## src/rtl/mc_pkg.sv

```systemverilog
// Shared types and encodings for the multi-cycle MIPS32 controller.
// Optional macro MC_BNE_EN (see mc_controller) adds bne support.
package mc_pkg;

  typedef enum logic [3:0] {
    S_FETCH   = 4'd0,
    S_DECODE  = 4'd1,
    S_MEMADR  = 4'd2,
    S_MEMRD   = 4'd3,
    S_MEMWB   = 4'd4,
    S_MEMWR   = 4'd5,
    S_EXECUTE = 4'd6,
    S_ALUWB   = 4'd7,
    S_BRANCH  = 4'd8,
    S_ADDIEX  = 4'd9,
    S_ADDIWB  = 4'd10,
    S_JUMP    = 4'd11,
    S_FAULT   = 4'd15
  } state_t;

  typedef enum logic [1:0] {
    AOP_NONE  = 2'd0,
    AOP_ADD   = 2'd1,
    AOP_SUB   = 2'd2,
    AOP_FUNCT = 2'd3
  } alu_op_t;

  localparam logic [5:0] OP_RTYPE = 6'b000000;
  localparam logic [5:0] OP_LW    = 6'b100011;
  localparam logic [5:0] OP_SW    = 6'b101011;
  localparam logic [5:0] OP_BEQ   = 6'b000100;
  localparam logic [5:0] OP_BNE   = 6'b000101;
  localparam logic [5:0] OP_ADDI  = 6'b001000;
  localparam logic [5:0] OP_J     = 6'b000010;

  localparam logic [5:0] FN_ADD = 6'b100000;
  localparam logic [5:0] FN_SUB = 6'b100010;
  localparam logic [5:0] FN_AND = 6'b100100;
  localparam logic [5:0] FN_OR  = 6'b100101;
  localparam logic [5:0] FN_SLT = 6'b101010;

  localparam logic [2:0] ALU_AND = 3'b000;
  localparam logic [2:0] ALU_OR  = 3'b001;
  localparam logic [2:0] ALU_ADD = 3'b010;
  localparam logic [2:0] ALU_SUB = 3'b110;
  localparam logic [2:0] ALU_SLT = 3'b111;

  localparam logic [1:0] SRCB_REG    = 2'b00;
  localparam logic [1:0] SRCB_FOUR   = 2'b01;
  localparam logic [1:0] SRCB_IMM    = 2'b10;
  localparam logic [1:0] SRCB_IMM_SH = 2'b11;

  localparam logic [1:0] PC_ALU    = 2'b00;
  localparam logic [1:0] PC_ALUOUT = 2'b01;
  localparam logic [1:0] PC_JUMP   = 2'b10;

  function automatic logic is_mem_wait(state_t s);
    return (s == S_FETCH) || (s == S_MEMRD) ||
           (s == S_MEMWR);
  endfunction

endpackage

```

## src/rtl/mc_alu_decoder.sv

```systemverilog
// ALU control decode: maps state class and funct to alucontrol.
// Flags unsupported funct codes so the FSM can fault.
module mc_alu_decoder
  import mc_pkg::*;
(
  input  logic [1:0] alu_op,
  input  logic [5:0] funct,
  output logic [2:0] alucontrol,
  output logic       illegal
);

  always_comb begin
    alucontrol = ALU_AND;
    illegal    = 1'b0;
    unique case (alu_op)
      AOP_NONE: alucontrol = ALU_AND;
      AOP_ADD:  alucontrol = ALU_ADD;
      AOP_SUB:  alucontrol = ALU_SUB;
      AOP_FUNCT: begin
        unique case (funct)
          FN_ADD:  alucontrol = ALU_ADD;
          FN_SUB:  alucontrol = ALU_SUB;
          FN_AND:  alucontrol = ALU_AND;
          FN_OR:   alucontrol = ALU_OR;
          FN_SLT:  alucontrol = ALU_SLT;
          default: illegal = 1'b1;
        endcase
      end
    endcase
  end

endmodule

```

## src/rtl/mc_controller.sv

```systemverilog
// Multi-cycle MIPS32 control FSM with memory wait timeout.
// Define MC_BNE_EN to accept bne through the BRANCH state.
module mc_controller
  import mc_pkg::*;
#(
  parameter int WAIT_MAX  = 8,
  parameter int CNT_W     = 8,
  parameter int ALUCTRL_W = 3
) (
  input  logic                 clk,
  input  logic                 reset,
  input  logic [31:0]          instruct,
  input  logic                 zero,
  input  logic                 mem_ready,
  output logic                 mem_req,
  output logic                 iord,
  output logic                 ir_write,
  output logic                 mem_write,
  output logic                 mem_to_reg,
  output logic                 reg_dst,
  output logic                 reg_write,
  output logic                 alu_src_a,
  output logic [1:0]           alu_src_b,
  output logic [1:0]           pc_src,
  output logic                 pc_en,
  output logic [ALUCTRL_W-1:0] alucontrol,
  output logic [3:0]           state_o,
  output logic                 fault
);

  state_t           state;
  state_t           state_nx;
  state_t           dec_st;
  logic [CNT_W-1:0] wait_cnt;
  logic [CNT_W-1:0] wait_nx;
  logic             fault_q;
  logic             wait_st;
  logic             timeout;
  logic [5:0]       op;
  logic [5:0]       funct;
  logic             is_bne;
  alu_op_t          alu_op;
  logic [2:0]       alu_ctl;
  logic             bad_funct;
  logic             unused_bits;

  assign op          = instruct[31:26];
  assign funct       = instruct[5:0];
  assign unused_bits = ^instruct[25:6];

`ifdef MC_BNE_EN
  assign is_bne = (op == OP_BNE);
`else
  assign is_bne = 1'b0;
`endif

  mc_alu_decoder u_alu_dec (
    .alu_op     (alu_op),
    .funct      (funct),
    .alucontrol (alu_ctl),
    .illegal    (bad_funct)
  );

  always_ff @(posedge clk) begin
    if (reset) begin
      state    <= S_FETCH;
      wait_cnt <= '0;
      fault_q  <= 1'b0;
    end else begin
      state    <= state_nx;
      wait_cnt <= wait_nx;
      if (state_nx == S_FAULT)
        fault_q <= 1'b1;
    end
  end

  assign wait_st = is_mem_wait(state);
  assign timeout = wait_st && !mem_ready &&
    (wait_cnt == CNT_W'(WAIT_MAX - 1));

  always_comb begin
    state_nx = state;
    unique case (state)
      S_FETCH:
        if (mem_ready) state_nx = S_DECODE;
      S_DECODE: begin
        unique case (1'b1)
          (op == OP_LW),
          (op == OP_SW):    state_nx = S_MEMADR;
          (op == OP_RTYPE): state_nx = S_EXECUTE;
          (op == OP_BEQ),
          is_bne:           state_nx = S_BRANCH;
          (op == OP_ADDI):  state_nx = S_ADDIEX;
          (op == OP_J):     state_nx = S_JUMP;
          default:          state_nx = S_FAULT;
        endcase
      end
      S_MEMADR:
        state_nx = (op == OP_LW) ? S_MEMRD : S_MEMWR;
      S_MEMRD:
        if (mem_ready) state_nx = S_MEMWB;
      S_MEMWR:
        if (mem_ready) state_nx = S_FETCH;
      S_EXECUTE:
        state_nx = bad_funct ? S_FAULT : S_ALUWB;
      S_ADDIEX:
        state_nx = S_ADDIWB;
      S_MEMWB, S_ALUWB, S_BRANCH,
      S_ADDIWB, S_JUMP:
        state_nx = S_FETCH;
      S_FAULT:
        state_nx = S_FAULT;
      default:
        state_nx = S_FAULT;
    endcase
    // completion beats timeout since timeout needs !mem_ready
    if (timeout) state_nx = S_FAULT;
  end

  always_comb begin
    wait_nx = wait_cnt;
    if (state_nx != state)
      wait_nx = '0;
    else if (wait_st && !mem_ready &&
             wait_cnt != CNT_W'(WAIT_MAX))
      wait_nx = wait_cnt + CNT_W'(1);
  end

  assign dec_st = reset ? S_FETCH : state;

  always_comb begin
    mem_req    = 1'b0;
    iord       = 1'b0;
    ir_write   = 1'b0;
    mem_write  = 1'b0;
    mem_to_reg = 1'b0;
    reg_dst    = 1'b0;
    reg_write  = 1'b0;
    alu_src_a  = 1'b0;
    alu_src_b  = SRCB_REG;
    pc_src     = PC_ALU;
    pc_en      = 1'b0;
    alu_op     = AOP_NONE;
    unique case (dec_st)
      S_FETCH: begin
        mem_req   = 1'b1;
        alu_src_b = SRCB_FOUR;
        alu_op    = AOP_ADD;
        ir_write  = mem_ready;
        pc_en     = mem_ready;
      end
      S_DECODE: begin
        alu_src_b = SRCB_IMM_SH;
        alu_op    = AOP_ADD;
      end
      S_MEMADR, S_ADDIEX: begin
        alu_src_a = 1'b1;
        alu_src_b = SRCB_IMM;
        alu_op    = AOP_ADD;
      end
      S_MEMRD: begin
        mem_req = 1'b1;
        iord    = 1'b1;
      end
      S_MEMWB: begin
        reg_write  = 1'b1;
        mem_to_reg = 1'b1;
      end
      S_MEMWR: begin
        mem_req   = 1'b1;
        iord      = 1'b1;
        mem_write = mem_ready;
      end
      S_EXECUTE: begin
        alu_src_a = 1'b1;
        alu_op    = AOP_FUNCT;
      end
      S_ALUWB: begin
        reg_write = 1'b1;
        reg_dst   = 1'b1;
      end
      S_BRANCH: begin
        alu_src_a = 1'b1;
        alu_op    = AOP_SUB;
        pc_src    = PC_ALUOUT;
        pc_en     = zero ^ is_bne;
      end
      S_ADDIWB:
        reg_write = 1'b1;
      S_JUMP: begin
        pc_src = PC_JUMP;
        pc_en  = 1'b1;
      end
      default: ;
    endcase
    // reset aborts any access in flight
    if (reset) begin
      mem_req   = 1'b0;
      ir_write  = 1'b0;
      mem_write = 1'b0;
      reg_write = 1'b0;
      pc_en     = 1'b0;
    end
  end

  assign alucontrol = ALUCTRL_W'(alu_ctl);
  assign state_o    = state;
  assign fault      = fault_q;

endmodule

```

## config.mk

```make
export PLATFORM = sky130hd
export DESIGN_NAME = mc_controller
export DESIGN_NICKNAME = d
export VERILOG_FILES = /design/src/rtl/mc_pkg.sv /design/src/rtl/mc_alu_decoder.sv /design/src/rtl/mc_controller.sv
export SDC_FILE = /design/constraint.sdc
export NUM_CORES = 1
export LEC_CHECK = 0
export ABC_AREA = 0
export BUFFER_PORTS_ARGS = -buffer_cell sky130_fd_sc_hd__buf_4
export CORE_MARGIN = 2
export CORE_UTILIZATION = 40
export DETAILED_ROUTE_END_ITERATION = 8
export GPL_TIMING_DRIVEN = 0
export PLACE_DENSITY = 0.69
export REMOVE_ABC_BUFFERS = 1
export SYNTH_ARGS = -nofsm -noshare
export SYNTH_HDL_FRONTEND = slang
export SYNTH_SLANG_ARGS = --single-unit
```

## constraint.sdc

```tcl
create_clock -name clk -period 4.6 [get_ports clk]
set_input_delay 0.23 -clock clk [delete_from_list [all_inputs] [get_ports clk]]
set_output_delay 0.23 -clock clk [all_outputs]
set_load 0.05 [all_outputs]
```

==> metrics.md <==
| Metric | Value |
|---|---|
| Worst-path clk slew | 0.08 ns |
| Tot GR Track Use | approximately 17% |
| Vias in the first global route | ~1200 |
| Status | finished clean |
| Fraction of registers with async set/reset | 0% |
| Clock power frac | 6.4% |
| R2R setup slack | 1.96 ns |
| CTS-repair resized insts | 0 |
| Worst hold path class | in -> reg |
| DR vias/cell | 5.49 |
| First-pass GRT wire length | 5440 µm |
| Setup TNS | 0 ns |
| Die H | 62.4 µm |
| Share of layout cells above drive strength 1 | between 20% and 30% |
| Grt total ovfl | 0 |
| Area post-placement | between 1500 and 2000 µm² |
| Final Cycle Share | 57.6% |
| CTS tree | yes |
| Setup crit start kind | register |
| Dominant cell by count in the synthesized netlist | nand2_1 |
| Inserted Clock Buffers | 3 |
| Sink Count | 13 |
| Setup CP Type | reg -> out |
| Leakage Power | about 0.62 nW |
| Endpoints failing hold | 0 |
| Largest net degree at the start of global routing | 28 |
| Most frequent cells after synthesis | 19 x nand2_1, 15 x nor2_1, 15 x nor3_1, 13 x dfxtp_1, 9 x xnor2_1 |
| Ys flop type | dfxtp_1 |
| Max Slew Vio Count | 0 |
| Post-layout util | roughly half |
| DR DRC count | 0 |
| Cells along the critical path | and3b_1, o21ai_0, nor3_1, a31oi_1, buf_4 |
| ANT nets after route | 0 |
| Worst Path Required | around 4.4 ns |
| Cts hold-fix bufs | 0 |
| Clock insertion delay at the later pin of the skew report | 0.28 ns |
| # setup viols final | 0 |
| Fillers | about 350 |
| Antenna violations before repair | 0 |
| Max incr delay on CP | 0.93 ns |
| Largest area contributor in the synthesized netlist | dfxtp_1 |
| CP max-delay cell | dfxtp_1 |
| Cell area power density | about 660 nW/µm² |
| Port buffer count | 36 |
| H-tree depth | 1 |
| Sequential Power Share | a little over a fifth |
| Io pins | 57 |
| Sw frac | between 50% and 60% |
| Setup repair bufs after CTS | 0 |
| Max_cap viols | 0 |
| Final RePlAce weighted congestion | a little over 0.8 |
| Final #Nets | 249 |
| Post-synth EDFFs | 0 |
| DP HPWL | ~2500 µm |
| R2R cell count | 5 |
| Hold depth | 2 |
| Routed WL per cell | approximately 13 µm |
| Area share of the largest cell type after synthesis | 19.1% |
| Total core area | 3310 µm² |
| Most area-consuming cells after synthesis | dfxtp_1 19%, xnor2_1 5.8%, nor3_1 5.5%, nand2_1 5.2%, nor2_1 4.1% |
| Sequential-to-total area share from yosys stat | a little under a fifth |
| Initial drt markers | 76 |
| RSZ-0062 raised after global routing | no |
| Area of the multi-input gates | around 1000 µm² |
| Reg area | 260 µm² |
| Cells after synthesis | 180 |
| Initial DRT Pass Iterations | 4 |
| P&R area growth vs syn | 22.2% |
| Crit. End Element | output port |
| Initial Util | 41.2% |
| Syn_area_per_cell | roughly 7.6 µm² |
| Antenna cells | 0 |
| WP data arrival | 2.42 ns |
| Fmax | about 380 MHz |
| Ys Warns | 0 |
| DR vias | approximately 1400 |
| Worst slew pin tran | 0.916 ns |
| Max transition margin | just under 40% |
| Die footprint | a little under 4000 µm² |
| Final Instance Area | between 1500 and 2000 µm² |
| Num rows | 21 |
| Yosys cell types | 54 |
| Overall routed net length | 3330 µm |
| P_sw | roughly 0.65 mW |
| #FFs+latches synth | 13 |
| Root Buffer | clkbuf_4 |
| Worst vdd ir | 0.000250 V |
| Clock buffer depth | 2 |
| Internal Power | about 0.46 mW |
| Final worst path period need | around 2.7 ns |
| Clock Skews | about 0.005 ns |
| Synthesized cell area | 1360 µm² |
| Crit path max fanout | 27 |
| Die X | a little over 60 µm |
| Logic pwr share | 71.9% |
cell type report:
cell class,count,share of cell area [%]
Multi-Input combinational cell,151,61.8
Timing Repair Buffer,36,16.2
Inverter,6,1.35
Tap cell,46,3.45
Clock buffer,4,1.58
Sequential cell,13,15.6
stage by stage:
stage          cells  power, mW  worst slack, ns  hold slack, ns
2_1_floorplan    170      0.830             1.51           0.302
3_3_place_gp     252       1.03             2.02           0.459
3_5_place_dp     252       1.04             1.99           0.469
4_1_cts          256       1.11             1.93           0.226
5_1_grt          256       1.18             1.72           0.234
6_report         256       1.10             1.95           0.237
power groups by stage:
stage / logic, mW / clock network (mW) / registers [mW]
after CTS: 0.799 / 0.0744 / 0.238
final: 0.792 / 0.0702 / 0.240
after global placement: 0.793 / 0 / 0.242
after global routing: 0.853 / 0.0795 / 0.252
after detailed placement: 0.797 / 0 / 0.242
after floorplan: 0.557 / 0 / 0.273
cell usage in the layout, fill, tap and decap left out, drive strengths merged, types with 2 or more instances in the layout:
cell type	count
nor4b	4
nor3b	4
a211oi	2
and3b	2
or2	3
o21ai	6
buf	36
nand2	20
a32oi	2
clkbuf	4
nor4	3
inv	6
nand3	3
nor3	15
o31ai	2
nor2	15
ha	2
o21a	2
a31oi	4
nand2b	8
xnor2	9
mux2i	2
or4	4
o22ai	2
and3	5
nand4	4
a21oi	6
dfxtp	13
mux2	2
nor2b	5
worst max-delay path, delay by kind of cell (launching register included):
family	cells	cell delay (ns)
AND/OR/NAND/NOR	2	0.38
AO/OA/AOI/OAI	2	0.60
flip-flops	1	0.93
buffers and inverters	1	0.23
cells by family after synthesis:
logic type	share of synthesized area [%]
AO/OA/AOI/OAI	20.5
XOR/XNOR	6.42
adder cells (fa/ha/maj)	1.83
buffers and inverters	5.41
flip-flops	19.1
multiplexers	3.12
AND/OR/NAND/NOR	43.7
sequential cells by signal, summed over array words and instances, names as in the netlist:
name and count:
state_o 4, wait_cnt 8, fault 1
path summary, 6_finish.rpt:
| check | startpoint | endpoint |
|---|---|---|
| worst min-delay path | reset | state_o[2]$_SDFF_PP0_ |
| worst max register to register | state_o[0]$_SDFF_PP0_ | fault$_SDFFE_PP0N_ |
| worst max-delay path | state_o[3]$_SDFF_PP0_ | alucontrol[1] |
| worst min register to register | fault$_SDFFE_PP0N_ | fault$_SDFFE_PP0N_ |
routing by layer:
metal  GRT usage [%]  vias to the layer above  wire (µm)  part of all wire, %
met5               0                        -          0                    0
met4            2.50                        0          7                 0.21
met3            3.96                        2        172                  5.2
met2            28.8                       27       1610                   48
met1            21.7                      646       1550                   46
li1                -                      730          -                    -
Note: power is estimated with default switching activity, not from simulation.
